$ cat src/rtl/sm3_msg_pad.sv
// sm3_msg_pad
//   SM3 message front-end. Packs big-endian input beats into 512-bit blocks
//   and appends SM3 padding in hardware: a 0x80 byte, zero fill, and the
//   64-bit message bit-length.
//
// Parameters
//   IN_W   input beat width in bits (32, 64 or 128)
//   LEN_W  bit-length counter width (1..64), zero-extended into the length field
//
// Ports
//   clk_i, rst_i      clock, asynchronous active-high reset
//   clear_i           synchronous abort; drops any in-flight block
//   msg_vld_i/rdy_o   input beat handshake
//   msg_data_i        beat data, byte 0 in the top byte
//   msg_be_i          byte valid, MSB = byte 0, must be MSB-contiguous
//   msg_lst_i         beat is the last of the message
//   blk_vld_o/rdy_i   output block handshake
//   blk_data_o        512-bit block, word W0 in bits [511:480]
//   blk_lst_o         final padded block of the message
//   busy_o            message in progress
//   len_err_o         sticky bit-length overflow
//   fmt_err_o         sticky illegal byte-valid pattern
//   pad_byp_i         only with SM3_PAD_BYPASS_EN: skip padding for this message
//
// Build option: define SM3_PAD_BYPASS_EN to add pad_byp_i.

module sm3_msg_pad #(
  parameter int IN_W  = 32,
  parameter int LEN_W = 64
) (
  input  logic              clk_i,
  input  logic              rst_i,
  input  logic              clear_i,
  input  logic              msg_vld_i,
  output logic              msg_rdy_o,
  input  logic [IN_W-1:0]   msg_data_i,
  input  logic [IN_W/8-1:0] msg_be_i,
  input  logic              msg_lst_i,
  output logic              blk_vld_o,
  input  logic              blk_rdy_i,
  output logic [511:0]      blk_data_o,
  output logic              blk_lst_o,
  output logic              busy_o,
  output logic              len_err_o,
  output logic              fmt_err_o
`ifdef SM3_PAD_BYPASS_EN
  ,
  input  logic              pad_byp_i
`endif
);

  localparam int BPB   = IN_W / 8;
  localparam int NSLOT = 512 / IN_W;

  // State | meaning
  // S_FILL | collecting beats into the block register
  // S_EMIT | block presented, waiting for blk_rdy_i
  // S_PAD2 | extra padding-only block presented
  typedef enum logic [1:0] {S_FILL, S_EMIT, S_PAD2} state_e;

  state_e           state_q, state_d;
  logic [6:0]       ptr_q, ptr_d;
  logic [LEN_W-1:0] len_q, len_d;
  logic [511:0]     blk_q, blk_d;
  logic             vld_q, vld_d;
  logic             lst_q, lst_d;
  logic             busy_q, busy_d;
  logic             len_err_q, len_err_d;
  logic             fmt_err_q, fmt_err_d;
  logic             pend_q, pend_d;     // a padding-only block is owed
  logic             pend80_q, pend80_d; // that block starts with 0x80
  logic             byp_eff;

  logic [6:0]       be_cnt, n_cnt, n_ptr;
  logic             be_run, be_bad, be_bad_eff;
  logic [65:0]      len_sum;
  logic             len_ovf;
  logic [LEN_W-1:0] len_new;
  logic [511:0]     merged, padded, pad2;

`ifdef SM3_PAD_BYPASS_EN
  logic byp_q;

  // The bypass choice is taken from the first beat and held for the message.
  assign byp_eff = busy_q ? byp_q : pad_byp_i;

  always_ff @(posedge clk_i or posedge rst_i) begin
    if (rst_i) begin
      byp_q <= 1'b0;
    end else if (clear_i) begin
      byp_q <= 1'b0;
    end else if (msg_vld_i && msg_rdy_o && !busy_q) begin
      byp_q <= pad_byp_i;
    end
  end
`else
  assign byp_eff = 1'b0;
`endif

  assign msg_rdy_o  = (state_q == S_FILL);
  assign blk_vld_o  = vld_q;
  assign blk_data_o = blk_q;
  assign blk_lst_o  = lst_q;
  assign busy_o     = busy_q;
  assign len_err_o  = len_err_q;
  assign fmt_err_o  = fmt_err_q;

  // Leading-ones count of the byte enables; any one after the first zero
  // breaks contiguity.
  always_comb begin
    be_cnt = '0;
    be_run = 1'b1;
    be_bad = 1'b0;
    for (int i = BPB - 1; i >= 0; i--) begin
      if (!be_run) begin
        if (msg_be_i[i]) be_bad = 1'b1;
      end else if (msg_be_i[i]) begin
        be_cnt = be_cnt + 7'd1;
      end else begin
        be_run = 1'b0;
      end
    end
    be_bad_eff = msg_lst_i ? be_bad : ~(&msg_be_i);
    n_cnt      = msg_lst_i ? be_cnt : 7'(BPB);
    n_ptr      = ptr_q + n_cnt;
    len_sum    = 66'(len_q) + 66'({n_cnt, 3'b000});
    len_ovf    = |len_sum[65:LEN_W];
    len_new    = len_sum[LEN_W-1:0];
  end

  // Non-last beats always land on a beat boundary, so the whole beat is
  // written; bytes beyond the valid count are masked off when padding.
  always_comb begin
    merged = blk_q;
    for (int s = 0; s < NSLOT; s++) begin
      if (int'(ptr_q) == s * BPB) merged[511 - s*IN_W -: IN_W] = msg_data_i;
    end
    padded = merged;
    for (int b = 0; b < 64; b++) begin
      if (b >= int'(n_ptr)) padded[511 - 8*b -: 8] = 8'h00;
      if (b == int'(n_ptr) && !byp_eff) padded[511 - 8*b -: 8] = 8'h80;
    end
    if (!byp_eff && n_ptr <= 7'd55) padded[63:0] = 64'(len_new);
    pad2 = '0;
    if (pend80_q) pad2[511:504] = 8'h80;
    pad2[63:0] = 64'(len_q);
  end

  always_comb begin
    state_d   = state_q;
    ptr_d     = ptr_q;
    len_d     = len_q;
    blk_d     = blk_q;
    vld_d     = vld_q;
    lst_d     = lst_q;
    busy_d    = busy_q;
    len_err_d = len_err_q;
    fmt_err_d = fmt_err_q;
    pend_d    = pend_q;
    pend80_d  = pend80_q;

    case (state_q)
      S_FILL: begin
        if (msg_vld_i) begin
          fmt_err_d = fmt_err_q | be_bad_eff;
          len_err_d = len_err_q | len_ovf;
          len_d     = len_new;
          busy_d    = 1'b1;
          if (!msg_lst_i) begin
            blk_d = merged;
            ptr_d = n_ptr;
            if (n_ptr == 7'd64) begin
              state_d = S_EMIT;
              vld_d   = 1'b1;
              lst_d   = 1'b0;
            end
          end else if (byp_eff && n_ptr == 7'd0) begin
            // Unpadded message ending on a block boundary: nothing to emit.
            ptr_d  = '0;
            len_d  = '0;
            busy_d = 1'b0;
          end else begin
            blk_d   = padded;
            ptr_d   = n_ptr;
            state_d = S_EMIT;
            vld_d   = 1'b1;
            if (byp_eff || n_ptr <= 7'd55) begin
              lst_d = 1'b1;
            end else begin
              lst_d    = 1'b0;
              pend_d   = 1'b1;
              pend80_d = (n_ptr == 7'd64);
            end
          end
        end
      end
      S_EMIT, S_PAD2: begin
        if (blk_rdy_i) begin
          if (lst_q) begin
            state_d = S_FILL;
            vld_d   = 1'b0;
            lst_d   = 1'b0;
            ptr_d   = '0;
            len_d   = '0;
            busy_d  = 1'b0;
          end else if (pend_q) begin
            state_d  = S_PAD2;
            blk_d    = pad2;
            lst_d    = 1'b1;
            pend_d   = 1'b0;
            pend80_d = 1'b0;
          end else begin
            state_d = S_FILL;
            vld_d   = 1'b0;
            ptr_d   = '0;
          end
        end
      end
      default: state_d = S_FILL;
    endcase

    if (clear_i) begin
      state_d   = S_FILL;
      ptr_d     = '0;
      len_d     = '0;
      blk_d     = '0;
      vld_d     = 1'b0;
      lst_d     = 1'b0;
      busy_d    = 1'b0;
      len_err_d = 1'b0;
      fmt_err_d = 1'b0;
      pend_d    = 1'b0;
      pend80_d  = 1'b0;
    end
  end

  always_ff @(posedge clk_i or posedge rst_i) begin
    if (rst_i) begin
      state_q   <= S_FILL;
      ptr_q     <= '0;
      len_q     <= '0;
      blk_q     <= '0;
      vld_q     <= 1'b0;
      lst_q     <= 1'b0;
      busy_q    <= 1'b0;
      len_err_q <= 1'b0;
      fmt_err_q <= 1'b0;
      pend_q    <= 1'b0;
      pend80_q  <= 1'b0;
    end else begin
      state_q   <= state_d;
      ptr_q     <= ptr_d;
      len_q     <= len_d;
      blk_q     <= blk_d;
      vld_q     <= vld_d;
      lst_q     <= lst_d;
      busy_q    <= busy_d;
      len_err_q <= len_err_d;
      fmt_err_q <= fmt_err_d;
      pend_q    <= pend_d;
      pend80_q  <= pend80_d;
    end
  end

endmodule

$ cat config.mk
export PLATFORM = sky130hd
export DESIGN_NAME = sm3_msg_pad
export DESIGN_NICKNAME = d
export VERILOG_FILES = /design/src/rtl/sm3_msg_pad.sv
export SDC_FILE = /design/constraint.sdc
export NUM_CORES = 2
export LEC_CHECK = 0
export BUFFER_PORTS_ARGS = -buffer_cell sky130_fd_sc_hd__buf_2
export CAP_MARGIN = 20
export CORE_MARGIN = 2
export CORE_UTILIZATION = 50
export DETAILED_ROUTE_END_ITERATION = 12
export GPL_TIMING_DRIVEN = 1
export HOLD_SLACK_MARGIN = 0.06
export PLACE_DENSITY = 0.72
export SLEW_MARGIN = 40
export SYNTH_ARGS = -nofsm -noshare
export SYNTH_HDL_FRONTEND = slang
export SYNTH_SLANG_ARGS = --single-unit
$ cat constraint.sdc
create_clock -name clk_i -period 23.1 [get_ports clk_i]
set_input_delay 2.31 -clock clk_i [delete_from_list [all_inputs] [get_ports clk_i]]
set_output_delay 2.31 -clock clk_i [all_outputs]
set_load 0.03 [all_outputs]
* Word-level counts from Yosys, hierarchy flattened *
Index checks and enable logic that the tools add are counted.

word-level totals
  bits of input ports = 42
  output and inout port bits = 518
  flip-flop bits (word level) = 592
  word-level logic and storage cells = 426

cells by class
  muxes and demuxes = 234
  $add $sub $neg = 5
  bitwise operators = 3
  reduce and logical (&&, ||, !) cells = 18
  equality and inequality tests = 90
  $lt $le $gt $ge = 65

operator list
  kind                                                                                count
  512-bit two-way mux                                                                 6
  8-bit two-way mux                                                                   129
  512-bit case mux with 2 select lines                                                1
  32-bit two-way mux                                                                  16
  64-bit two-way mux                                                                  5
  7-bit equality test, first input constant                                           32
  6-bit by 7-bit greater-or-equal comparator with 1-bit output, first input constant  32
  64-bit case mux with 2 select lines                                                 1
  6-bit by 7-bit equality test with 1-bit output, first input constant                16
  5-bit by 7-bit greater-or-equal comparator with 1-bit output, first input constant  16
  7-bit two-way mux                                                                   12
  64-bit by 10-bit adder with 65-bit output                                           1
  7-bit equality test, second input constant                                          9
  5-bit by 7-bit equality test with 1-bit output, first input constant                8
  4-bit by 7-bit greater-or-equal comparator with 1-bit output, first input constant  8
  1-bit two-way mux                                                                   50
  4-bit by 7-bit equality test with 1-bit output, first input constant                4
  7-bit by 6-bit equality test with 1-bit output, second input constant               4
  3-bit by 7-bit greater-or-equal comparator with 1-bit output, first input constant  4
  7-bit by 1-bit adder with 7-bit output, second input constant                       3
  3-bit inequality test, second input constant                                        6
  4-bit AND reduction                                                                 4
  3-bit by 7-bit equality test with 1-bit output, first input constant                2
  7-bit by 5-bit equality test with 1-bit output, second input constant               2
  27 further kinds                                                                    44

* Depth between registers and ports, before layout *
  depth in word-level cells = 20
  depth in mapped cells = 19
  depth with buffers taken out = 15

* Worst setup path after synthesis *
Ideal clock, no wire load.

  path type = input port to flip-flop
  from = input msg_be_i[2]
  to = register blk_q[37], in the netlist blk_data_o[37]
  setup slack = 17.015 ns
  buffers on the path = 3
  data required time = 22.962 ns
  arrival time = 5.946 ns
  setup time = 0.138 ns
  stages = 16
  cell sequence = and2_1 -> clkbuf_1 -> ha_1 -> o21a_1 -> ha_1 -> mux2i_1 -> a21oi_1 -> fa_1 -> a211oi_4 -> nor4_4 -> mux2i_2 -> buf_2 -> clkbuf_1 -> nor3_1 -> a222oi_1 -> o21ai_0

between the ends
  longest elaborated chain between the ends = 18
  elaborated cells on any way between the ends = 24
  classes of those cells = 4 x add/sub; 2 x order compare; 1 x eq/ne; 17 x mux

ends and longest elaborated chain
  element                                                       line  RTL
  start, declared                                               37    input logic [IN_W/8-1:0] msg_be_i,
  7-bit two-way mux                                             117   end else if (msg_be_i[i]) begin
  7-bit two-way mux                                             115   if (!be_run) begin
  7-bit by 1-bit adder with 7-bit output                        118   be_cnt = be_cnt + 7'd1;
  7-bit two-way mux                                             117
  7-bit two-way mux                                             115
  7-bit by 1-bit adder with 7-bit output                        118
  7-bit two-way mux                                             117
  7-bit two-way mux *                                           115
  (+2 left out)                                                 -
  6-bit by 7-bit greater-or-equal comparator with 1-bit output  140   if (b >= int'(n_ptr)) padded[511 - 8*b -: 8] = 8'h00;
  8-bit two-way mux                                             140
  8-bit two-way mux                                             141   if (b == int'(n_ptr) && !byp_eff) padded[511 - 8*b -: 8] = 8'h80;
  64-bit two-way mux *                                          143   if (!byp_eff && n_ptr <= 7'd55) padded[63:0] = 64'(len_new);
  512-bit two-way mux *                                         169   if (!msg_lst_i) begin
  512-bit two-way mux *                                         164   if (msg_vld_i) begin
  512-bit case mux with 2 select lines *                        162   case (state_q)
  512-bit two-way mux *                                         222   if (clear_i) begin
  end signal, assigned                                          254   blk_q <= blk_d;
  end, declared                                                 64    logic [511:0] blk_q, blk_d;

Every way passes the cells marked *; elsewhere a longest branch is shown, timed or not. The select of a mux whose other input is x is not followed.
A chain may end at the register's enable or synchronous reset.

* Worst setup path in the final report *
  from = input msg_be_i[2]
  to = register blk_q[235], in the netlist blk_data_o[235]

between the ends
  longest elaborated chain between the ends = 17
  elaborated cells on any way between the ends = 21
  classes of those cells = 3 x add/sub; 1 x order compare; 1 x eq/ne; 16 x mux

ends and longest elaborated chain
  element                                                       line  RTL
  7-bit two-way mux                                             117
  7-bit two-way mux                                             115
  7-bit by 1-bit adder with 7-bit output                        118
  7-bit two-way mux                                             117
  7-bit two-way mux                                             115
  7-bit by 1-bit adder with 7-bit output                        118
  7-bit two-way mux                                             117
  7-bit two-way mux *                                           115
  7-bit two-way mux *                                           124   n_cnt = msg_lst_i ? be_cnt : 7'(BPB);
  7-bit adder *                                                 125   n_ptr = ptr_q + n_cnt;
  6-bit by 7-bit greater-or-equal comparator with 1-bit output  140
  8-bit two-way mux                                             140
  8-bit two-way mux *                                           141
  512-bit two-way mux *                                         169
  512-bit two-way mux *                                         164
  512-bit case mux with 2 select lines *                        162
  512-bit two-way mux *                                         222

Marks and branches as above.

==> run metrics <==
Min Hold Slack 0.483 ns; clock root cell clkbuf_16; HP Class flop to flop; CTS tree done; total power draw 2930 uW; # fillers roughly 4800; WL/cell 29.7 um; Inserted Clock Buffers 61; number of cell rows between 80 and 90; area grow syn2layout 19.2%; Synth async-reset ratio 100%; Skew-Pair Late Insertion Delay 0.64 ns; Leakage between 0.015 and 0.02 uW; 1st-iter DRT viols 3465; post-cts hold buffer count 0; fin nets ~3400; final setup vio count 0; Tmin final 6.95 ns; largest net degree at the start of global routing 156; die height 243 um; status completed; effective utilization at floorplan 50.7%; drt first pass iters 8; I/O Buffers roughly 560; number of enable flip-flop cells after synthesis 0; Synth Area per Inst 9.89 um^2; critical path class input port to flop; Routed WL between 100000 and 150000 um; Critical Path AT around 7.5 ns; Core Region 56400 um^2; H-tree levels 2; Req. time, crit path 23.67 ns; Cell Area, Synth between 20000 and 30000 um^2; Seq cells post-synth about 600; sw frac about two fifths; P_sw 1120 uW; power share of the clock group 34.5%; gp weighted congestion 0.997; DIE AREA 59100 um^2; drc violations 0; setup TNS 0 ns; first-pass GRT wire length 181000 um; Post-CTS Setup Repair Bufs 0; part of the Yosys area used for sequential elements 51.6%; Die W 243 um; Final ANT Viol Nets 0; initial antenna violation count 1; RSZ-0062 raised after global routing false; grt total ovfl 0; All-Layer GR Usage 40.7%; Comb power frac 27.9%; endpoint type of the worst setup path flop; post-synth net total 2945; non-filler instance count after layout 4143; worst slew pin tran roughly 0.95 ns; clk sinks 589; routed vias/inst 6.76; Cells after Synth around 2900; Worst Setup Start Kind input port; Yosys warning count 0; Boundary Pins 560; Main synth FF type dfrtp_1; vias in the first global route approximately 26000; period utilisation layout 30.1%; fraction of layout cells with a size suffix above 1 between 20% and 30%; Flop pwr share 37.5%; DR vias between 20000 and 30000; clk_skew 0.0139 ns; Distinct cells, synth 97; max-cap viol count 0; dpl cells 4032; Worst VDD drop 0.0656 mV; Fmax 0.144 GHz; hpwl dp 86600 um; Worst-path clk slew 0.06 ns; CTS max path bufs 3; cell internal pwr roughly 1800 uW; Hold Fails Final Rpt 0; max_slew headroom 36.2%; Max Slew Vio Count 0; crit-path max FO 20; post_cts resized 0; P per Cell Area 85.9 nW/um^2
-- registers in the layout, indices dropped and copies added (netlist names), 2 cells and up --
register / cells
len_q: 61
blk_data_o: 512
ptr_q: 7
state_q: 2
-- power groups by stage --
| stage | clock network (uW) | registers [uW] | logic [uW] |
|---|---|---|---|
| finish | 1010 | 1100 | 818 |
| global route | 1050 | 1100 | 850 |
| CTS | 1010 | 1100 | 788 |
| detailed placement | 0 | 1120 | 786 |
| global placement | 0 | 1110 | 765 |
| floorplan | 0 | 1180 | 430 |
-- routing by layer --
layer,track usage [%],vias to the layer above,share of wire [%]
met5,0,-,0
met4,21.4,0,5.9
met3,7.89,396,10
met2,64.0,2008,46
met1,53.7,13900,38
li1,-,11700,-
-- Yosys cell counts, drive strengths merged (17+ instances only) --
cell type  number  area share, %
or4            17           0.46
mux2i          75            2.6
o31ai          62            1.9
nand4          28           0.68
a22o          301            9.2
nor4           18           0.57
nand2         448            5.9
nor3          100            1.9
a21oi         186            3.3
clkbuf        140            1.8
o21ai         224            4.0
inv            24           0.32
dfrtp         589             52
nor2          170            2.3
a221o          52            1.8
buf            71            1.2
and3           17           0.37
nand3          74            1.3
-- worst paths after layout --
| check | start | to | slack [ns] | cells after the start |
|---|---|---|---|---|
| min in group asynchronous | rst_i | blk_data_o[76] | 1.82 | 2 |
| setup / recovery | msg_be_i[2] | blk_data_o[235] | 16.15 | 15 |
| max in group asynchronous | rst_i | blk_data_o[259] | 19.50 | 4 |
| setup reg to reg | state_q[0] | blk_data_o[235] | 18.25 | 9 |
| hold / removal | busy_o | busy_o | 0.48 | 2 |
| hold reg to reg | busy_o | busy_o | 0.48 | 2 |
-- cells by family after synthesis --
logic type	share of synthesized area, %
AO/OA/AOI/OAI	25.4
AND/OR/NAND/NOR	15.4
flip-flops	51.6
buffers and inverters	3.38
multiplexers	3.04
XOR/XNOR	0.521
adder cells (fa/ha/maj)	0.666
-- critical path: stages --
cell and delay (ns):
buf_2 0.12, and2_1 0.21, ha_1 0.36, o21a_1 0.22, ha_1 0.30, mux2i_1 0.14
a21oi_1 0.16, fa_1 0.57, a211oi_4 0.35, nor3_1 0.10, o2111ai_1 0.31, a21o_1 0.74
nand2_1 0.63, o31ai_2 0.71, a22o_1 0.24
-- per-stage QoR --
step           instance area [um^2]  util, %  setup slack, ns
3_3_place_gp                  31800     56.4            15.68
6_report                      34100     60.4            16.15
3_5_place_dp                  32000     56.7            15.65
5_1_grt                       34100     60.4            15.95
4_1_cts                       34000     60.3            16.29
2_1_floorplan                 28600        -             4.31
-- area by class of cell --
type | count | area, um^2 | share of cell area [%]
diodes | 1 | 2.50 | 0.00735
inverters | 25 | 106 | 0.312
flip-flops and latches | 589 | 14700 | 43.3
well taps | 756 | 946 | 2.78
clock buffers | 79 | 1730 | 5.07
repair buffers | 599 | 3200 | 9.39
clock inverters | 30 | 299 | 0.878
multi-input cells | 2064 | 13000 | 38.3
-- placed cells by master, fill, tap and decap left out, drive strengths merged, types with 62 or more instances in the layout --
master	count
nand3	74
a21oi	186
dfrtp	589
clkbuf	79
a22o	301
mux2i	75
o31ai	62
nor3	100
nor2	170
nand2	448
o21ai	224
buf	599
Power figures use the tool's default switching activity.
